File: src/rtl/panda_lsu.sv
// Load/store unit: one request at a time from the core to a synchronous-read data RAM.
// Builds RAM strobes and lane-replicated data, then aligns and extends load data.
module panda_lsu #(
  parameter int unsigned DataWidth = 32,
  parameter int unsigned Depth     = 64
) (
  input  logic                       clk_i,
  input  logic                       rst_ni,
  input  logic                       req_valid_i,
  output logic                       req_ready_o,
  input  logic                       req_we_i,
  input  logic [1:0]                 req_size_i,
  input  logic                       req_unsigned_i,
  input  logic [31:0]                req_addr_i,
  input  logic [DataWidth-1:0]       req_wdata_i,
  output logic                       rsp_valid_o,
  output logic                       rsp_err_o,
  output logic [DataWidth-1:0]       rsp_rdata_o,
  output logic                       ram_ce_o,
  output logic [3:0]                 ram_we_o,
  output logic [$clog2(Depth)-1:0]   ram_addr_o,
  output logic [DataWidth-1:0]       ram_data_o,
  input  logic [DataWidth-1:0]       ram_data_i
);

  localparam int unsigned AddrW = $clog2(Depth);

  localparam logic [1:0] S_IDLE   = 2'd0;
  localparam logic [1:0] S_ACCESS = 2'd1;
  localparam logic [1:0] S_WAIT   = 2'd2;
  localparam logic [1:0] S_RESP   = 2'd3;

  localparam logic [1:0] SZ_BYTE = 2'b00;
  localparam logic [1:0] SZ_HALF = 2'b01;
  localparam logic [1:0] SZ_WORD = 2'b10;

  logic [1:0]           state_q, state_d;
  logic                 ready_q, ready_d;
  logic                 we_q, we_d;
  logic [1:0]           size_q, size_d;
  logic                 uns_q, uns_d;
  logic [1:0]           off_q, off_d;
  logic                 rsp_valid_q, rsp_valid_d;
  logic                 rsp_err_q, rsp_err_d;
  logic [DataWidth-1:0] rsp_rdata_q, rsp_rdata_d;
  logic                 ram_ce_q, ram_ce_d;
  logic [3:0]           ram_we_q, ram_we_d;
  logic [AddrW-1:0]     ram_addr_q, ram_addr_d;
  logic [DataWidth-1:0] ram_data_q, ram_data_d;

  logic                 accept_c;
  logic                 err_c;
  logic [DataWidth-1:0] shifted_c;
  logic [DataWidth-1:0] load_c;

  assign accept_c = req_valid_i && ready_q;

  // Request legality, evaluated on the live inputs at acceptance
  always_comb begin
    err_c = 1'b0;
    case (req_size_i)
      SZ_BYTE: err_c = 1'b0;
      SZ_HALF: err_c = req_addr_i[0];
      SZ_WORD: err_c = (req_addr_i[1:0] != 2'b00);
      default: err_c = 1'b1;
    endcase
    if (req_addr_i[31:2] >= 30'(Depth)) begin
      err_c = 1'b1;
    end
  end

  // Align the addressed lane down to bit 0 and extend to full width
  always_comb begin
    shifted_c = ram_data_i >> {off_q, 3'b000};
    case (size_q)
      SZ_BYTE: load_c = uns_q ? {24'h0, shifted_c[7:0]}
                              : {{24{shifted_c[7]}}, shifted_c[7:0]};
      SZ_HALF: load_c = uns_q ? {16'h0, shifted_c[15:0]}
                              : {{16{shifted_c[15]}}, shifted_c[15:0]};
      default: load_c = shifted_c;
    endcase
  end

  always_comb begin
    state_d     = state_q;
    we_d        = we_q;
    size_d      = size_q;
    uns_d       = uns_q;
    off_d       = off_q;
    rsp_err_d   = 1'b0;
    rsp_rdata_d = rsp_rdata_q;
    ram_ce_d    = 1'b0;
    ram_we_d    = 4'b0000;
    ram_addr_d  = ram_addr_q;
    ram_data_d  = ram_data_q;

    case (state_q)
      S_IDLE: begin
        if (accept_c) begin
          we_d   = req_we_i;
          size_d = req_size_i;
          uns_d  = req_unsigned_i;
          off_d  = req_addr_i[1:0];
          if (err_c) begin
            state_d     = S_RESP;
            rsp_err_d   = 1'b1;
            rsp_rdata_d = '0;
          end else begin
            state_d    = S_ACCESS;
            ram_ce_d   = 1'b1;
            ram_addr_d = req_addr_i[2 +: AddrW];
            case (req_size_i)
              SZ_BYTE: begin
                ram_we_d   = req_we_i ? (4'b0001 << req_addr_i[1:0]) : 4'b0000;
                ram_data_d = {4{req_wdata_i[7:0]}};
              end
              SZ_HALF: begin
                ram_we_d   = req_we_i ? (4'b0011 << req_addr_i[1:0]) : 4'b0000;
                ram_data_d = {2{req_wdata_i[15:0]}};
              end
              default: begin
                ram_we_d   = req_we_i ? 4'b1111 : 4'b0000;
                ram_data_d = req_wdata_i;
              end
            endcase
          end
        end
      end
      S_ACCESS: begin
        if (we_q) begin
          state_d     = S_RESP;
          rsp_rdata_d = '0;
        end else begin
          state_d = S_WAIT;
        end
      end
      S_WAIT: begin
        state_d     = S_RESP;
        rsp_rdata_d = load_c;
      end
      default: begin
        state_d = S_IDLE;
      end
    endcase

    rsp_valid_d = (state_d == S_RESP);
    ready_d     = (state_d == S_IDLE);
  end

  always_ff @(posedge clk_i or negedge rst_ni) begin
    if (!rst_ni) begin
      state_q     <= S_IDLE;
      ready_q     <= 1'b1;
      we_q        <= 1'b0;
      size_q      <= 2'b00;
      uns_q       <= 1'b0;
      off_q       <= 2'b00;
      rsp_valid_q <= 1'b0;
      rsp_err_q   <= 1'b0;
      rsp_rdata_q <= '0;
      ram_ce_q    <= 1'b0;
      ram_we_q    <= 4'b0000;
      ram_addr_q  <= '0;
      ram_data_q  <= '0;
    end else begin
      state_q     <= state_d;
      ready_q     <= ready_d;
      we_q        <= we_d;
      size_q      <= size_d;
      uns_q       <= uns_d;
      off_q       <= off_d;
      rsp_valid_q <= rsp_valid_d;
      rsp_err_q   <= rsp_err_d;
      rsp_rdata_q <= rsp_rdata_d;
      ram_ce_q    <= ram_ce_d;
      ram_we_q    <= ram_we_d;
      ram_addr_q  <= ram_addr_d;
      ram_data_q  <= ram_data_d;
    end
  end

  assign req_ready_o = ready_q;
  assign rsp_valid_o = rsp_valid_q;
  assign rsp_err_o   = rsp_err_q;
  assign rsp_rdata_o = rsp_rdata_q;
  assign ram_ce_o    = ram_ce_q;
  assign ram_we_o    = ram_we_q;
  assign ram_addr_o  = ram_addr_q;
  assign ram_data_o  = ram_data_q;

endmodule

File: config.mk
export PLATFORM = sky130hd
export DESIGN_NAME = panda_lsu
export DESIGN_NICKNAME = d
export VERILOG_FILES = /design/src/rtl/panda_lsu.sv
export SDC_FILE = /design/constraint.sdc
export NUM_CORES = 1
export LEC_CHECK = 0
export CAP_MARGIN = 20
export CELL_PAD_IN_SITES_DETAIL_PLACEMENT = 0
export CELL_PAD_IN_SITES_GLOBAL_PLACEMENT = 2
export CORE_ASPECT_RATIO = 0.6
export CORE_MARGIN = 4
export CORE_UTILIZATION = 28
export DETAILED_ROUTE_END_ITERATION = 10
export GPL_TIMING_DRIVEN = 0
export PLACE_DENSITY_LB_ADDON = 0.1
export SETUP_SLACK_MARGIN = 0.02
export SLEW_MARGIN = 25
export SYNTH_ARGS = -nofsm -noshare
export SYNTH_HDL_FRONTEND = slang
export SYNTH_SLANG_ARGS = --single-unit
File: constraint.sdc
create_clock -name clk_i -period 3 [get_ports clk_i]
set_input_delay 0.3 -clock clk_i [delete_from_list [all_inputs] [get_ports clk_i]]
set_output_delay 0.3 -clock clk_i [all_outputs]
set_load 0.01 [all_outputs]
After elaboration in Yosys (flattened, before gate mapping)
Cells that the tools add are included.
Widths: inputs -> output; s select.
{"block": "totals", "ff_bits": 86}
{"block": "classes", "eq_ne": 9, "n_lt_le_gt_ge": 1, "reduce_logical": 10, "muxes": 27, "n_bitwise": 1, "n_shift": 3}
{"operator": "$mux 32", "count": 5}
{"operator": "$pmux 32 s2", "count": 2}
{"operator": "$pmux 32 s3", "count": 1}
{"operator": "$shr 32x5->32", "count": 1}
{"operator": "$ge 30x7->1 const B", "count": 1}
{"operator": "$mux 4", "count": 6}
{"operator": "$logic_not 2->1", "count": 4}
{"operator": "$mux 1", "count": 8}
{"operator": "$pmux 4 s2", "count": 1}
{"operator": "$eq 2x1->1 const B", "count": 3}
{"operator": "$eq 2x2->1 const B", "count": 3}
{"operator": "$ne 2x2->1 const B", "count": 3}
{"operator": "$pmux 2 s3", "count": 1}
{"operator": "$mux 2", "count": 2}
{"operator": "$reduce_and 4->1", "count": 1}
{"operator": "$shl 1x2->4 const A", "count": 1}
{"operator": "$shl 2x2->4 const A", "count": 1}
{"operator": "$pmux 1 s3", "count": 1}
{"operator": "$reduce_and 3->1", "count": 1}
{"operator": "$reduce_bool 3->1", "count": 1}
{"operator": "$reduce_and 2->1", "count": 1}
{"operator": "$reduce_bool 2->1", "count": 1}
{"operator": "$logic_and 1x1->1", "count": 1}
{"operator": "$not 1->1", "count": 1}

Longest topological paths before layout
{"block": "depth", "depth_word": 7, "mapped_depth": 9, "mapped_depth_nobuf": 7}

Worst setup path before layout
Ideal clock, no wire load.
{"block": "synth_path", "path_type": "register -> register", "startpoint": "register state_q[1]", "endpoint": "register ram_addr_q[0], in the netlist ram_addr_o[0]", "setup_ns": 0.125, "t_arrival_ns": 1.736, "path_slack_ns": 1.139, "required_ns": 2.875, "path_stages_with_launch": 8, "path_buffers": 2, "cell_sequence": "dfrtp_1 -> inv_1 -> ha_1 -> clkbuf_2 -> and3_1 -> and3_1 -> buf_2 -> mux2_2"}
{"block": "synth_via", "elab_chain_cells": 2}
{"item": "start, declared", "line_no": "37", "text": "logic [1:0] state_q, state_d;"}
{"item": "start signal, assigned", "line_no": "166", "text": "state_q <= state_d;"}
{"item": "$logic_not 2->1", "line_no": "97", "text": "case (state_q)"}
{"item": "$reduce_and 3->1 (no source line)"}
{"item": "end signal, assigned", "line_no": "177", "text": "ram_addr_q <= ram_addr_d;"}
{"item": "end, declared", "line_no": "48", "text": "logic [AddrW-1:0] ram_addr_q, ram_addr_d;"}
Every way passes these cells.
A chain may end at the register's enable or synchronous reset.

Worst setup path after layout
{"block": "layout_path", "startpoint": "input req_addr_i[1]", "endpoint": "register rsp_rdata_q[11], in the netlist rsp_rdata_o[11]"}
{"block": "layout_via", "elab_chain_cells": 5}
{"item": "start, declared", "line_no": "14", "text": "input logic [31:0] req_addr_i,"}
{"item": "$reduce_bool 2->1", "line_no": "64", "text": "SZ_WORD: err_c = (req_addr_i[1:0] != 2'b00);"}
{"item": "$pmux 1 s3", "line_no": "61", "text": "case (req_size_i)"}
{"item": "$mux 1", "line_no": "67", "text": "if (req_addr_i[31:2] >= 30'(Depth)) begin"}
{"item": "$ne 2x2->1 (no source line)"}
{"item": "$reduce_and 4->1 (no source line)"}
{"item": "end signal, assigned", "line_no": "174", "text": "rsp_rdata_q <= rsp_rdata_d;"}
{"item": "end, declared", "line_no": "45", "text": "logic [DataWidth-1:0] rsp_rdata_q, rsp_rdata_d;"}
Every way passes these cells.

==> impl_metrics.env <==
export IMPL_grt_pass1_wl_um=23300
export IMPL_fin_setup_tns_ns=0
export IMPL_min_path_cells=3
export IMPL_yosys_area_top_type="dfrtp_1"
export IMPL_crit_path_start="req_addr_i[1]"
export IMPL_power_density_nw_per_um2=733
export IMPL_fillers=1487
export IMPL_synthFlopType="dfrtp_1"
export IMPL_synth_edf_count=0
export IMPL_maxCapViolations=0
export IMPL_worst_slew_pin_slew_ns=1.02
export IMPL_hpwlAfterDp_um=11900
export IMPL_ios=181
export IMPL_layout_commonest_cell="clkdlybuf4s50_1"
export IMPL_multi_input_area_um2=2130
export IMPL_cts_sinks=86
export IMPL_seq_area_um2=2150
export IMPL_grt_usage_pct=16.6
export IMPL_critPathKind="input pin to flop"
export IMPL_ir_worst_vdd_mv=0.335
export IMPL_finalHoldViolCount=0
export IMPL_cts_buffer_depth=2
export IMPL_dr_pass1_iters=4
export IMPL_core_area_um2=15500
export IMPL_regToRegEndpoint="rsp_rdata_o[30]"
export IMPL_min_delay_start="req_size_i[1]"
export IMPL_final_cells=819
export IMPL_port_buffers=178
export IMPL_crit_chain="clkdlybuf4s50_1 -> inv_1 -> ha_1 -> nor2b_1 -> o2111a_2 -> nand3_2 -> nand2_1 -> buf_4 -> mux2_2"
export IMPL_holdWs_ns=0.348
export IMPL_post_drt_wl_per_cell_um=18.6
export IMPL_cts_hold_buffers=1
export IMPL_skew_ns=0.00802
export IMPL_post_route_util_pct=44.5
export IMPL_die_x_um=172
export IMPL_r2r_setup_slack_ns=0.77
export IMPL_crit_fanout=10
export IMPL_final_cell_mix="clkdlybuf4s50_1 (177), dfrtp_1 (85), mux2i_1 (51)"
export IMPL_syn_nets=531
export IMPL_grt_overflow=0
export IMPL_setup_viol=0
export IMPL_grt_max_degree=57
export IMPL_synth_top_area_share_pct=47.3
export IMPL_num_vias=3968
export IMPL_viasPerCell=4.84
export IMPL_critPathCaptureType="flop"
export IMPL_critPathRequiredTime_ns=3.23
export IMPL_routed_wl_um=15300
export IMPL_die_h_um=106
export IMPL_worstSetupStartpointType="input pin"
export IMPL_areaGrowthSynthToFinish_pct=53.7
export IMPL_drc=0
export IMPL_cp_slowest_cell="clkdlybuf4s50_1"
export IMPL_rr_startpoint="state_q[1]"
export IMPL_syn_avg_cell_area_um2=10.7
export IMPL_drt_initial_drc_count=180
export IMPL_yosys_warnings=0
export IMPL_max_freq_ghz=0.424
export IMPL_syn_inst=420
export IMPL_cts_buffers=9
export IMPL_drive_above_1_share_pct=13.5
export IMPL_cts_tree="yes"
export IMPL_placed_cells=802
export IMPL_synth_cell_types=40
export IMPL_ys_seq_elements=86
export IMPL_synth_area_leaders="dfrtp_1 (47%), mux2i_1 (11%), mux2_2 (9.8%), o21ai_0 (3.9%), nand2_1 (3.6%)"
export IMPL_clk_pin_slew_worst_paths_ns=0.07
export IMPL_netlist_area_um2=4500
export IMPL_drtAntennaViolNets=0
export IMPL_antenna_found_initial=0
export IMPL_finalCritPeriodShare_pct=78.6
export IMPL_start_util_pct=28.9
export IMPL_slew_limit_headroom_pct=32.0
export IMPL_clk_latency_ns=0.34
export IMPL_rr_worst_depth=7
export IMPL_fp_row_count=35
export IMPL_clockRootBuffer="clkbuf_16"
export IMPL_grt_pass1_vias=4152
export IMPL_postCtsSetupRepairBufs=0
export IMPL_min_path_type="input pin to flop"
export IMPL_min_to="ram_we_o[1]"
export IMPL_p_leak_nw=3.04
export IMPL_yosysSeqAreaShare_pct=47.9
export IMPL_post_cts_resized=0
export IMPL_slew_violations=0
export IMPL_dieArea_um2=18200
export IMPL_async_reset_ff_share_pct=100
export IMPL_outcome="completed"
export IMPL_diodes=0
export IMPL_nets=722
export IMPL_cp_arrival_ns=2.58
export IMPL_cp_slowest_stage_delay_ns=0.49
export IMPL_fin_total_pwr_mw=5.07
export IMPL_period_needed_ns=2.36
export IMPL_rsz0062_at_grt="false"
export IMPL_routabilityCongestion=0.761
export IMPL_h_tree_depth=3
-- Yosys cell counts (2+ instances only) --
master,count
clkbuf_1,13
nor2b_1,4
and3_1,2
dfrtp_1,85
inv_1,12
o21ai_0,35
a211oi_1,2
nor4_1,6
buf_4,6
buf_2,10
a22o_1,16
ha_1,8
nand2_1,43
a21oi_1,21
o211ai_1,8
nand3b_1,8
nor2_1,21
buf_6,2
mux2i_1,51
mux2_2,39
a21boi_0,8
o21ai_1,2
-- worst max path at each step --
| stage | to |
|---|---|
| finish | rsp_rdata_o[11] |
| global route | rsp_rdata_o[0] |
| CTS | rsp_rdata_o[0] |
| detailed placement | rsp_rdata_o[11] |
| global placement | rsp_rdata_o[3] |
| floorplan | ram_addr_o[0] |
-- critical path, delay by kind of cell --
family	cells	cell delay (ns)
buffers and inverters	3	0.90
and+or+nand+nor	3	0.55
muxes	1	0.36
AOI/OAI and AO/OA	1	0.28
adders and majority gates	1	0.18
-- per-layer routing --
layer / GRT usage, % / wire length (µm) / share of wire [%]
met5: 0 / 0 / 0
met3: 4.65 / 1070 / 7.0
met4: 3.34 / 85 / 0.56
met1: 26.2 / 8070 / 53
met2: 22.1 / 6050 / 40
-- flip-flops by register name, indices dropped and copies added (netlist names) --
register / count
uns_q: 1
rsp_valid_o: 1
ram_ce_o: 1
off_q: 2
we_q: 1
ram_we_o: 4
ram_data_o: 32
ram_addr_o: 6
req_ready_o: 1
state_q: 2
size_q: 2
rsp_err_o: 1
rsp_rdata_o: 32
-- layout make-up --
type | instances | area share (%)
clock inverter | 5 | 1.28
buffer | 32 | 2.48
timing repair buffer | 180 | 26.3
sequential | 86 | 31.1
clock buffer | 11 | 3.65
inverter | 13 | 0.706
multi-input combinational | 289 | 30.7
tap | 203 | 3.67
-- power breakdown --
| part | switching [mW] | internal (mW) | total (mW) | leakage (nW) |
|---|---|---|---|---|
| sequential | 0.123 | 1.38 | 1.50 | 1.17 |
| clock | 0.503 | 0.787 | 1.29 | 0.168 |
| combinational | 1.21 | 1.07 | 2.28 | 1.70 |
| total | 1.84 | 3.23 | 5.07 | 3.04 |
-- kinds of logic (layout without fill, tap and decap cells) --
group | after synthesis | in the layout | share of synthesized area [%]
adder cells (fa/ha/maj) | 8 | 8 | 2.22
flip-flops | 86 | 86 | 47.9
multiplexers | 90 | 90 | 21.1
AO/OA/AOI/OAI | 100 | 100 | 14.4
buffers and inverters | 45 | 241 | 4.89
AND/OR/NAND/NOR | 91 | 91 | 9.48
-- through the flow --
stage / instance area [µm²] / setup slack [ns]
2_1_floorplan: 4500 / 1.14
3_3_place_gp: 6540 / -1.84
3_5_place_dp: 6560 / 0.320
4_1_cts: 6920 / 0.681
5_1_grt: 6920 / 0.495
6_report: 6920 / 0.642
Note: power is estimated with default switching activity, not from simulation.
